`config.mk`:
```
export PLATFORM = sky130hd
export DESIGN_NAME = do_serial_loader
export DESIGN_NICKNAME = d
export VERILOG_FILES = /design/src/rtl/do_serial_loader.sv
export SDC_FILE = /design/constraint.sdc
export NUM_CORES = 1
export LEC_CHECK = 0
export ABC_AREA = 1
export CAP_MARGIN = 10
export CORE_ASPECT_RATIO = 1.75
export CORE_MARGIN = 2
export CORE_UTILIZATION = 43
export DETAILED_ROUTE_END_ITERATION = 7
export PLACE_DENSITY = 0.66
export SLEW_MARGIN = 15
export SYNTH_ARGS = -nofsm -noshare
export SYNTH_HDL_FRONTEND = slang
export SYNTH_SLANG_ARGS = --single-unit
```
`constraint.sdc`:
```
create_clock -name SIM_CLK -period 2.4 [get_ports SIM_CLK]
set_input_delay 0.24 -clock SIM_CLK [delete_from_list [all_inputs] [get_ports SIM_CLK]]
set_output_delay 0.24 -clock SIM_CLK [all_outputs]
set_load 0.01 [all_outputs]
```
`src/rtl/do_serial_loader.sv`:
```
// Discrete-output loader: shifts a PIO word in MSB first, then loads, sets or clears bits of DO.
// Latency: DO is updated and DONE pulses two cycles after the cycle that carries the last data bit.
// Backpressure: none; SSHIFT gaps are simply waited out, and a WSTART mid-frame aborts the frame with FERR.
module do_serial_loader #(
    parameter int         WIDTH     = 26,
    parameter logic [8:0] ADDR_LOAD = 9'h106,
    parameter logic [8:0] ADDR_SET  = 9'h104,
    parameter logic [8:0] ADDR_CLR  = 9'h105
) (
    input  logic             SIM_CLK,
    input  logic             SIM_RST,
    input  logic             WSTART,
    input  logic [8:0]       ADDR,
    input  logic             SBIT,
    input  logic             SSHIFT,
    input  logic             RESM,
    output logic [WIDTH-1:0] DO,
    output logic             BUSY,
    output logic             DONE,
    output logic             FERR
);

    localparam int CW = $clog2(WIDTH + 1);

    typedef enum logic [1:0] {
        ST_IDLE  = 2'd0,
        ST_SHIFT = 2'd1,
        ST_APPLY = 2'd2
    } state_t;

    typedef enum logic [1:0] {
        OP_LOAD = 2'd0,
        OP_SET  = 2'd1,
        OP_CLR  = 2'd2
    } op_t;

    state_t           state_q, state_d;
    op_t              op_q, op_d;
    logic [WIDTH-1:0] sr_q, sr_d;
    logic [CW-1:0]    cnt_q, cnt_d;
    logic [WIDTH-1:0] do_q, do_d;
    logic             done_q, done_d;
    logic             ferr_q, ferr_d;

    // Frame decode, bit shifting and DO update; RESM clear applied last so it wins over APPLY.
    always_comb begin
        state_d = state_q;
        op_d    = op_q;
        sr_d    = sr_q;
        cnt_d   = cnt_q;
        do_d    = do_q;
        done_d  = 1'b0;
        ferr_d  = 1'b0;

        case (state_q)
            ST_IDLE: begin
                // Unknown addresses and stray SSHIFTs are dropped silently.
                if (WSTART) begin
                    if (ADDR == ADDR_LOAD) begin
                        op_d    = OP_LOAD;
                        cnt_d   = '0;
                        state_d = ST_SHIFT;
                    end else if (ADDR == ADDR_SET) begin
                        op_d    = OP_SET;
                        cnt_d   = '0;
                        state_d = ST_SHIFT;
                    end else if (ADDR == ADDR_CLR) begin
                        op_d    = OP_CLR;
                        cnt_d   = '0;
                        state_d = ST_SHIFT;
                    end
                end
            end

            ST_SHIFT: begin
                // A new WSTART mid-frame abandons the frame; any coincident bit is discarded
                // and the aborting strobe does not open another frame.
                if (WSTART) begin
                    ferr_d  = 1'b1;
                    state_d = ST_IDLE;
                end else if (SSHIFT) begin
                    sr_d  = {sr_q[WIDTH-2:0], SBIT};
                    cnt_d = cnt_q + CW'(1);
                    if (cnt_q == CW'(WIDTH - 1)) begin
                        state_d = ST_APPLY;
                    end
                end
            end

            ST_APPLY: begin
                case (op_q)
                    OP_LOAD: do_d = sr_q;
                    OP_SET:  do_d = do_q | sr_q;
                    OP_CLR:  do_d = do_q & ~sr_q;
                    default: do_d = do_q;
                endcase
                done_d  = 1'b1;
                state_d = ST_IDLE;
            end

            default: begin
                state_d = ST_IDLE;
            end
        endcase

        if (RESM) begin
            do_d = '0;
        end
    end

    // State and datapath registers; SIM_RST dominates everything, including RESM and APPLY.
    always_ff @(posedge SIM_CLK) begin
        if (SIM_RST) begin
            state_q <= ST_IDLE;
            op_q    <= OP_LOAD;
            sr_q    <= '0;
            cnt_q   <= '0;
            do_q    <= '0;
            done_q  <= 1'b0;
            ferr_q  <= 1'b0;
        end else begin
            state_q <= state_d;
            op_q    <= op_d;
            sr_q    <= sr_d;
            cnt_q   <= cnt_d;
            do_q    <= do_d;
            done_q  <= done_d;
            ferr_q  <= ferr_d;
        end
    end

    assign DO   = do_q;
    assign BUSY = (state_q != ST_IDLE);
    assign DONE = done_q;
    assign FERR = ferr_q;

    // DONE comes only out of APPLY and FERR only out of SHIFT, so they can never coincide.
    a_done_ferr_excl: assert property (@(posedge SIM_CLK) disable iff (SIM_RST) !(DONE && FERR));

    // The bit counter never runs past a full word.
    a_cnt_range: assert property (@(posedge SIM_CLK) disable iff (SIM_RST) cnt_q <= CW'(WIDTH));

endmodule

```
==> results of run 1 <==
cell usage in the layout (no fill, tap or decap), types with 6 or more instances in the layout:
cell type                          n
sky130_fd_sc_hd__dfxtp_1          63
sky130_fd_sc_hd__nand2_1          20
sky130_fd_sc_hd__o21ai_0          70
sky130_fd_sc_hd__clkdlybuf4s50_1  43
sky130_fd_sc_hd__clkbuf_16         9
sky130_fd_sc_hd__nor2_1           63
sky130_fd_sc_hd__a211oi_1          6
sky130_fd_sc_hd__a211oi_2         20
sky130_fd_sc_hd__a21oi_1          32
sky130_fd_sc_hd__nand3_1           8
sky130_fd_sc_hd__buf_4             6
sky130_fd_sc_hd__o21ai_1          10
sky130_fd_sc_hd__inv_1            18
cells by family (layout without fill, tap and decap cells):
| logic type | count (synthesis) | count (layout) | share of synthesized area, % |
|---|---|---|---|
| buffers and inverters | 42 | 84 | 7.50 |
| AO/OA/AOI/OAI | 138 | 138 | 29.5 |
| adder cells (fa/ha/maj) | 5 | 5 | 2.16 |
| AND/OR/NAND/NOR | 111 | 111 | 17.4 |
| flip-flops | 63 | 63 | 43.4 |
critical path, delay by kind of cell, from the launching register on:
family                 cells  cell delay, ps
buffers and inverters      2             600
DFF                        1             480
and+or+nand+nor            1             120
sequential cells by signal, summed over array words and instances (netlist names):
| name | flops |
|---|---|
| DO | 26 |
| state_q | 2 |
| DONE | 1 |
| sr_q | 26 |
| op_q | 2 |
| cnt_q | 5 |
| FERR | 1 |
layout make-up:
cell class                      count  area share [%]
Clock buffer                       11            6.73
Sequential cell                    63            35.0
Multi-Input combinational cell    254            39.5
Timing Repair Buffer               49            13.2
Inverter                           20            2.22
Clock inverter                      4           0.624
Tap cell                           82            2.84
power groups by stage:
stage,sequential (mW),combinational [mW],clock [mW]
after detailed placement,1.07,0.0771,0
after global placement,1.07,0.0760,0
final,1.05,0.0762,1.16
after floorplan,1.07,0.0451,0
after global routing,1.05,0.0867,1.23
after CTS,1.05,0.0771,1.18
per-layer routing:
metal  GRT usage (%)  routed length (µm)  up-vias
met2            33.4                3230       52
li1                -                   -     1321
met4            8.84                 102        0
met5               0                   0        -
met1            21.5                2760     1177
met3            5.67                 267        6
worst min-delay path by stage:
stage / to / slack, ps / from / depth (start not counted)
5_1_grt: cnt_q[4] / 520 / cnt_q[4] / 2
3_5_place_dp: cnt_q[4] / 500 / cnt_q[4] / 2
2_1_floorplan: state_q[1] / 320 / WSTART / 1
4_1_cts: cnt_q[4] / 510 / cnt_q[4] / 2
3_3_place_gp: cnt_q[4] / 470 / cnt_q[4] / 2
6_report: DO[14] / 510 / DO[14] / 2
through the flow:
step | setup WS, ps | power, mW | hold WS [ps]
global placement | 702 | 1.15 | 468
detailed placement | 680 | 1.15 | 496
finish | 642 | 2.28 | 508
global route | 563 | 2.37 | 522
floorplan | 840 | 1.12 | 318
CTS | 628 | 2.31 | 506
==> results.md, run 1 <==
* Area added between synthesis and finish at 24.3%
* Slowest cell on the critical path: sky130_fd_sc_hd__clkdlybuf4s50_1
* Number of placed instances with taps included at about 470
* Total number of H-tree levels at 3
* Fmax at 569 MHz
* Maximum fanout along the worst path at 5
* DP Wirelength at slightly above 4 mm
* Synthesis warning total at 0
* Sequential area share after synthesis at 43.4%
* Type of the setup path with the least slack: register to output port
* Leading cell types by count after synthesis: sky130_fd_sc_hd__o21ai_0 (70), sky130_fd_sc_hd__dfxtp_1 (63), sky130_fd_sc_hd__nor2_1 (63)
* Vias per cell at 5.29
* Detailed-route wire length per cell at 13.2 µm
* Top cell type's share of synthesized area at a little over two fifths
* Result of the run: completed
* Post-synthesis cell area at 2900 µm²
* Area of the multi-input gates at approximately 1400 µm²
* Register-to-register setup slack at 730 ps
* Setup repair after global routing missed its margin: false
* Count of buffers from port buffering at 43
* Worst-Skew Late Latency at 330 ps
* Final setup vio count at 0
* Final net count at between 400 and 500
* First-pass GRT wire length at approximately 11 mm
* Post-CTS setup buffers at 0
* Comb power frac at under 10%
* Post-placement cell area at between 3000 and 4000 µm²
* Share of total power consumed by net switching at roughly a fifth
* Headroom to the max-slew limit at a little over half
* Total leakage power at ~1.2 nW
* DR pass1 iterations at 4
* Worst-margin pin slew at 715 ps
* Number of antenna repair diodes at 0
* Via count of the first global-routing pass at 2494
* Max-Cap Viols at 0
* Total die area at between 7000 and 8000 µm²
* Number of antenna-violating nets in the routed design at 0
* Aggregate global-route resource usage at about a fifth
* Number of clock sinks seen by CTS at 63
* Final design utilization at roughly 55%
* Layout Skew at 5.19 ps
* Clock buffers created by TritonCTS at 9
* Post-synthesis register bit count at 63
* Hold buffer count at cts at 0
* Worst path required time at 2160 ps
* Clock Tree Buf Depth at 2
* Post-synthesis average cell area at ~8.1 µm²
* Power per cell area at 633 nW/µm²
* Initial standard-cell utilization of the core at 44.4%
* Number of nets in the synthesized netlist at about 380
* IR drop worst, VDD at roughly 0.00045 V
* Fraction of registers with async set or reset after synthesis at 0%
* Dominant cells by area after synthesis: sky130_fd_sc_hd__dfxtp_1 (43%), sky130_fd_sc_hd__o21ai_0 (12%), sky130_fd_sc_hd__a211oi_2 (8.6%)
* Final period utilization at about three quarters
* Top cell type by total area after synthesis: sky130_fd_sc_hd__dfxtp_1
* Cell internal power dissipation at about 1.8 mW
* Crit path capture: BUSY
* Delay of the slowest cell on the worst path at between 500 and 600 ps
* Number of synthesized flops with an enable pin at 0
* Worst reg2reg endpoint: DO[1]
* Post-CTS clock slew at the launch and capture registers of the worst setup and hold paths at ~50 ps
* Post-Syn Instances at roughly 360
* Post-CTS Resized at 0
* Dominant synthesized flop cell: sky130_fd_sc_hd__dfxtp_1
* Portion of total power attributed to sequential cells at a little under half
* Die W at approximately 66 µm
* Clock tree from TritonCTS: built
* Die height at ~110 µm
* Switching power at 488 µW
* CORE AREA at between 6000 and 7000 µm²
* Last weighted congestion value of the routability-driven placer at between 0.8 and 0.9
* Standard-cell row count at 39
* Final count of pins violating max slew at 0
* Worst setup startpoint: state_q[0]
* Crit path launch type: register
* Final cell area excluding filler cells at roughly 3600 µm²
* Class of the tightest hold or removal check: register to register
* Final period demand of the worst path at 1760 ps
* Fraction of final layout cells sized beyond drive strength 1 at between 10% and 20%
* Total wire length after detailed routing at approximately 6.4 mm
* Via count at 2556
* Fill cells at 633
* Most used standard cell by instance count after synthesis: sky130_fd_sc_hd__o21ai_0
* Total area of sequential cells at 1260 µm²
* Cell at the root of the clock tree: sky130_fd_sc_hd__clkbuf_16
* Boundary Pins at 44
* Count of unresolved DRC violations after routing at 0
* Detailed router's first-iteration violation count at 172
* Post-synthesis cell type count at 27
* GRT Residual Overflow at 0
* Worst r2r path cells at 6
* Largest net degree at the start of global routing at 33
* Final-layout setup total negative slack at 0 ps
* Cell-by-cell listing of the critical path: nor2_1, inv_1, clkdlybuf4s50_1
* Final count of hold timing violations at 0
* Number of cells in the finished layout apart from fillers at 483
* Worst EP arrival at 1520 ps
* Clock power share at ~51%
* Crit Reg-Reg Startpoint: op_q[0]
* Type of destination of the critical path: output port
* Antenna violations before repair at 0
No activity file was read; power rests on OpenSTA's default activity.
==> inputs of run 2 (changes only) <==
--- a/config.mk
+++ b/config.mk
@@ -11,7 +11,7 @@
 export CORE_MARGIN = 2
 export CORE_UTILIZATION = 43
 export DETAILED_ROUTE_END_ITERATION = 7
-export PLACE_DENSITY = 0.66
+export PLACE_DENSITY = 0.68
 export SLEW_MARGIN = 15
 export SYNTH_ARGS = -nofsm -noshare
 export SYNTH_HDL_FRONTEND = slang
==> constraint.sdc (replaced) <==
create_clock -name SIM_CLK -period 1.55 [get_ports SIM_CLK]
set_input_delay 0.155 -clock SIM_CLK [delete_from_list [all_inputs] [get_ports SIM_CLK]]
set_output_delay 0.155 -clock SIM_CLK [all_outputs]
set_load 0.01 [all_outputs]
==> results.md, run 2 (same netlist as run 1, synthesis figures left out) <==
* Result of the run: completed
* Detailed-route wire length per cell at 13.5 µm (+2.4%)
* Number of clock sinks seen by CTS at 63 (unchanged)
* Most common cell after layout, fill and taps aside: sky130_fd_sc_hd__o21ai_0
* Boundary Pins at 44 (unchanged)
* Delay of the slowest cell on the worst path at 520 ps (about the same)
* Last weighted congestion value of the routability-driven placer at 0.795 (-9.4%)
* Antenna violations before repair at 0 (unchanged)
* Post-CTS clock slew at the launch and capture registers of the worst setup and hold paths at 50 ps (about the same)
* Standard-cell row count at 39 (unchanged)
* Crit path launch type: register
* Total wire length after detailed routing at 6.66 mm (+4.8%)
* Cell type group with the largest total delay on the critical path: buffers and inverters
* Final period demand of the worst path at 1500 ps
* Final net count at 428 (+2.6%)
* Final count of pins violating max slew at 0 (unchanged)
* Worst EP arrival at 1350 ps (-170 ps)
* IR drop worst, VDD at 0.000495 V (+10%)
* Total die area at 7450 µm² (unchanged)
* Final-layout setup total negative slack at 0 ps (unchanged)
* Number of cells in the finished layout apart from fillers at 494 (+2.3%)
* Commonest non-fill, non-tap cells in the layout: sky130_fd_sc_hd__o21ai_0 (68), sky130_fd_sc_hd__dfxtp_1 (61), sky130_fd_sc_hd__nor2_1 (61)
* Type of the setup path with the least slack: register to output port
* Maximum fanout along the worst path at 5 (unchanged)
* First-pass GRT wire length at 11.1 mm (-2.2%)
* Clock power share at 51.4% (+0.7 points)
* Via count at 2638 (+3.2%)
* Final setup vio count at 0 (unchanged)
* Clock tree from TritonCTS: built
* Hold buffer count at cts at 0 (unchanged)
* Headroom to the max-slew limit at 82.7% (+30 points)
* Cell-by-cell listing of the critical path: nor2_2, inv_1, clkdlybuf4s50_1
* Worst-margin pin slew at 259 ps (-457 ps)
* Overall power after layout at 3.62 mW (+59%)
* Final count of hold timing violations at 0 (unchanged)
* Cell at the root of the clock tree: sky130_fd_sc_hd__clkbuf_16
* Portion of total power attributed to sequential cells at 44.8% (-1.1 points)
* Setup repair after global routing missed its margin: true
* Post-placement worst setup slack at -119 ps (-798 ps)
* Fraction of final layout cells sized beyond drive strength 1 at 16.7% (+3.3 points)
* Comb power frac at 3.7% (+0.4 points)
* Aggregate global-route resource usage at 19.4% (about the same)
* Max-Cap Viols at 0 (unchanged)
* Class of the tightest hold or removal check: input port to register
* Area added between synthesis and finish at 31.2%
* GRT Residual Overflow at 0 (unchanged)
* Buffers and inverters on the worst path at 2 (unchanged)
* Cell internal power dissipation at 2.89 mW (+61%)
* CORE AREA at 6540 µm² (unchanged)
* Total leakage power at 1.29 nW (+6.2%)
* Worst-Skew Late Latency at 330 ps (about the same)
* Clock buffers created by TritonCTS at 9 (unchanged)
* DP Wirelength at 4.30 mm (+3.5%)
* Number of antenna-violating nets in the routed design at 0 (unchanged)
* Detailed router's first-iteration violation count at 160 (-7.0%)
* Worst hold slack at 480 ps (-28.0 ps)
* Vias per cell at 5.34 (+0.91%)
* Final period utilization at between 90% and 100%
* Count of buffers from port buffering at 43 (unchanged)
* Power per cell area at 951 nW/µm² (+50%)
* Slowest cell on the critical path: sky130_fd_sc_hd__clkdlybuf4s50_1
* Largest net degree at the start of global routing at 27 (-18%)
* Die W at 66.1 µm (unchanged)
* Worst path required time at 1390 ps (-770 ps)
* DR pass1 iterations at 4 (unchanged)
* Total number of H-tree levels at 3 (unchanged)
* Clock Tree Buf Depth at 2 (unchanged)
* Initial standard-cell utilization of the core at 44.4% (unchanged)
* Count of unresolved DRC violations after routing at 0 (unchanged)
* Number of placed instances with taps included at 475 (+1.5%)
* Share of total power consumed by net switching at 20.1% (-1.2 points)
* Die height at 113 µm (unchanged)
* Layout Skew at 3.42 ps (-1.77 ps)
* Type of destination of the critical path: output port
* Number of antenna repair diodes at 0 (unchanged)
* Fmax at between 600 and 700 MHz
* Switching power at 730 µW (+50%)
* Via count of the first global-routing pass at 2520 (+1.0%)
* Smallest setup slack after layout at 46.7 ps (-596 ps)
==> run 2: stage by stage <==
| step | cell area, µm² | util (%) |
|---|---|---|
| floorplan | 2910 | - |
| global placement | 3450 | 52.7 |
| detailed placement | 3450 | 52.7 |
| CTS | 3770 | 57.7 |
| global route | 3810 | 58.2 |
| finish | 3810 | 58.2 |
==> run 2: power by group through the flow <==
| stage | clock network [mW] | registers, mW | logic [mW] |
|---|---|---|---|
| after floorplan | 0 | 1.66 | 0.0698 |
| after global placement | 0 | 1.66 | 0.134 |
| after detailed placement | 0 | 1.66 | 0.135 |
| after CTS | 1.90 | 1.62 | 0.136 |
| after global routing | 1.95 | 1.62 | 0.148 |
| final | 1.86 | 1.62 | 0.135 |
==> run 2: layer usage <==
metal  up-vias  track usage [%]  part of all wire (%)
met5         -                0                     0
met2        50             34.5                    54
met3        16             4.27                   3.2
met4         0             11.6                   3.0
li1       1339                -                     -
met1      1233             20.1                    40
==> run 2: cell type report <==
cell class,instances,area [µm²]
timing repair buffer,58,622
tap,82,103
clock buffer,15,278
fill,601,2730
sequential,63,1270
timing repair inverter,2,15.0
inverter,20,83.8
multi-input combinational,254,1440
==> run 2: worst paths after layout <==
| path | end | startpoint | slack (ps) | depth (start not counted) |
|---|---|---|---|---|
| worst min register to register | cnt_q[4] | cnt_q[4] | 490 | 2 |
| worst max register to register | DO[23] | op_q[0] | 100 | 7 |
| worst min-delay path | sr_q[0] | SBIT | 480 | 3 |
| worst max-delay path | BUSY | state_q[0] | 50 | 3 |
==> run 2: worst reg2reg max path, cell delays in order (launching register included) <==
cell                         delay (ps)
sky130_fd_sc_hd__dfxtp_1            330
sky130_fd_sc_hd__inv_1              110
sky130_fd_sc_hd__ha_4               210
sky130_fd_sc_hd__buf_12             120
sky130_fd_sc_hd__clkinvlp_4         150
sky130_fd_sc_hd__o21ai_0            170
sky130_fd_sc_hd__o21ai_0            120
sky130_fd_sc_hd__a211oi_2           170
==> run 2: timing repair <==
action | in CTS | in global routing
buffers inserted | 1 | 1
resized for setup | 7 | 5
setup endpoints to repair | 27 | 23
cloned | 2 | 0
pin swaps | 0 | 1
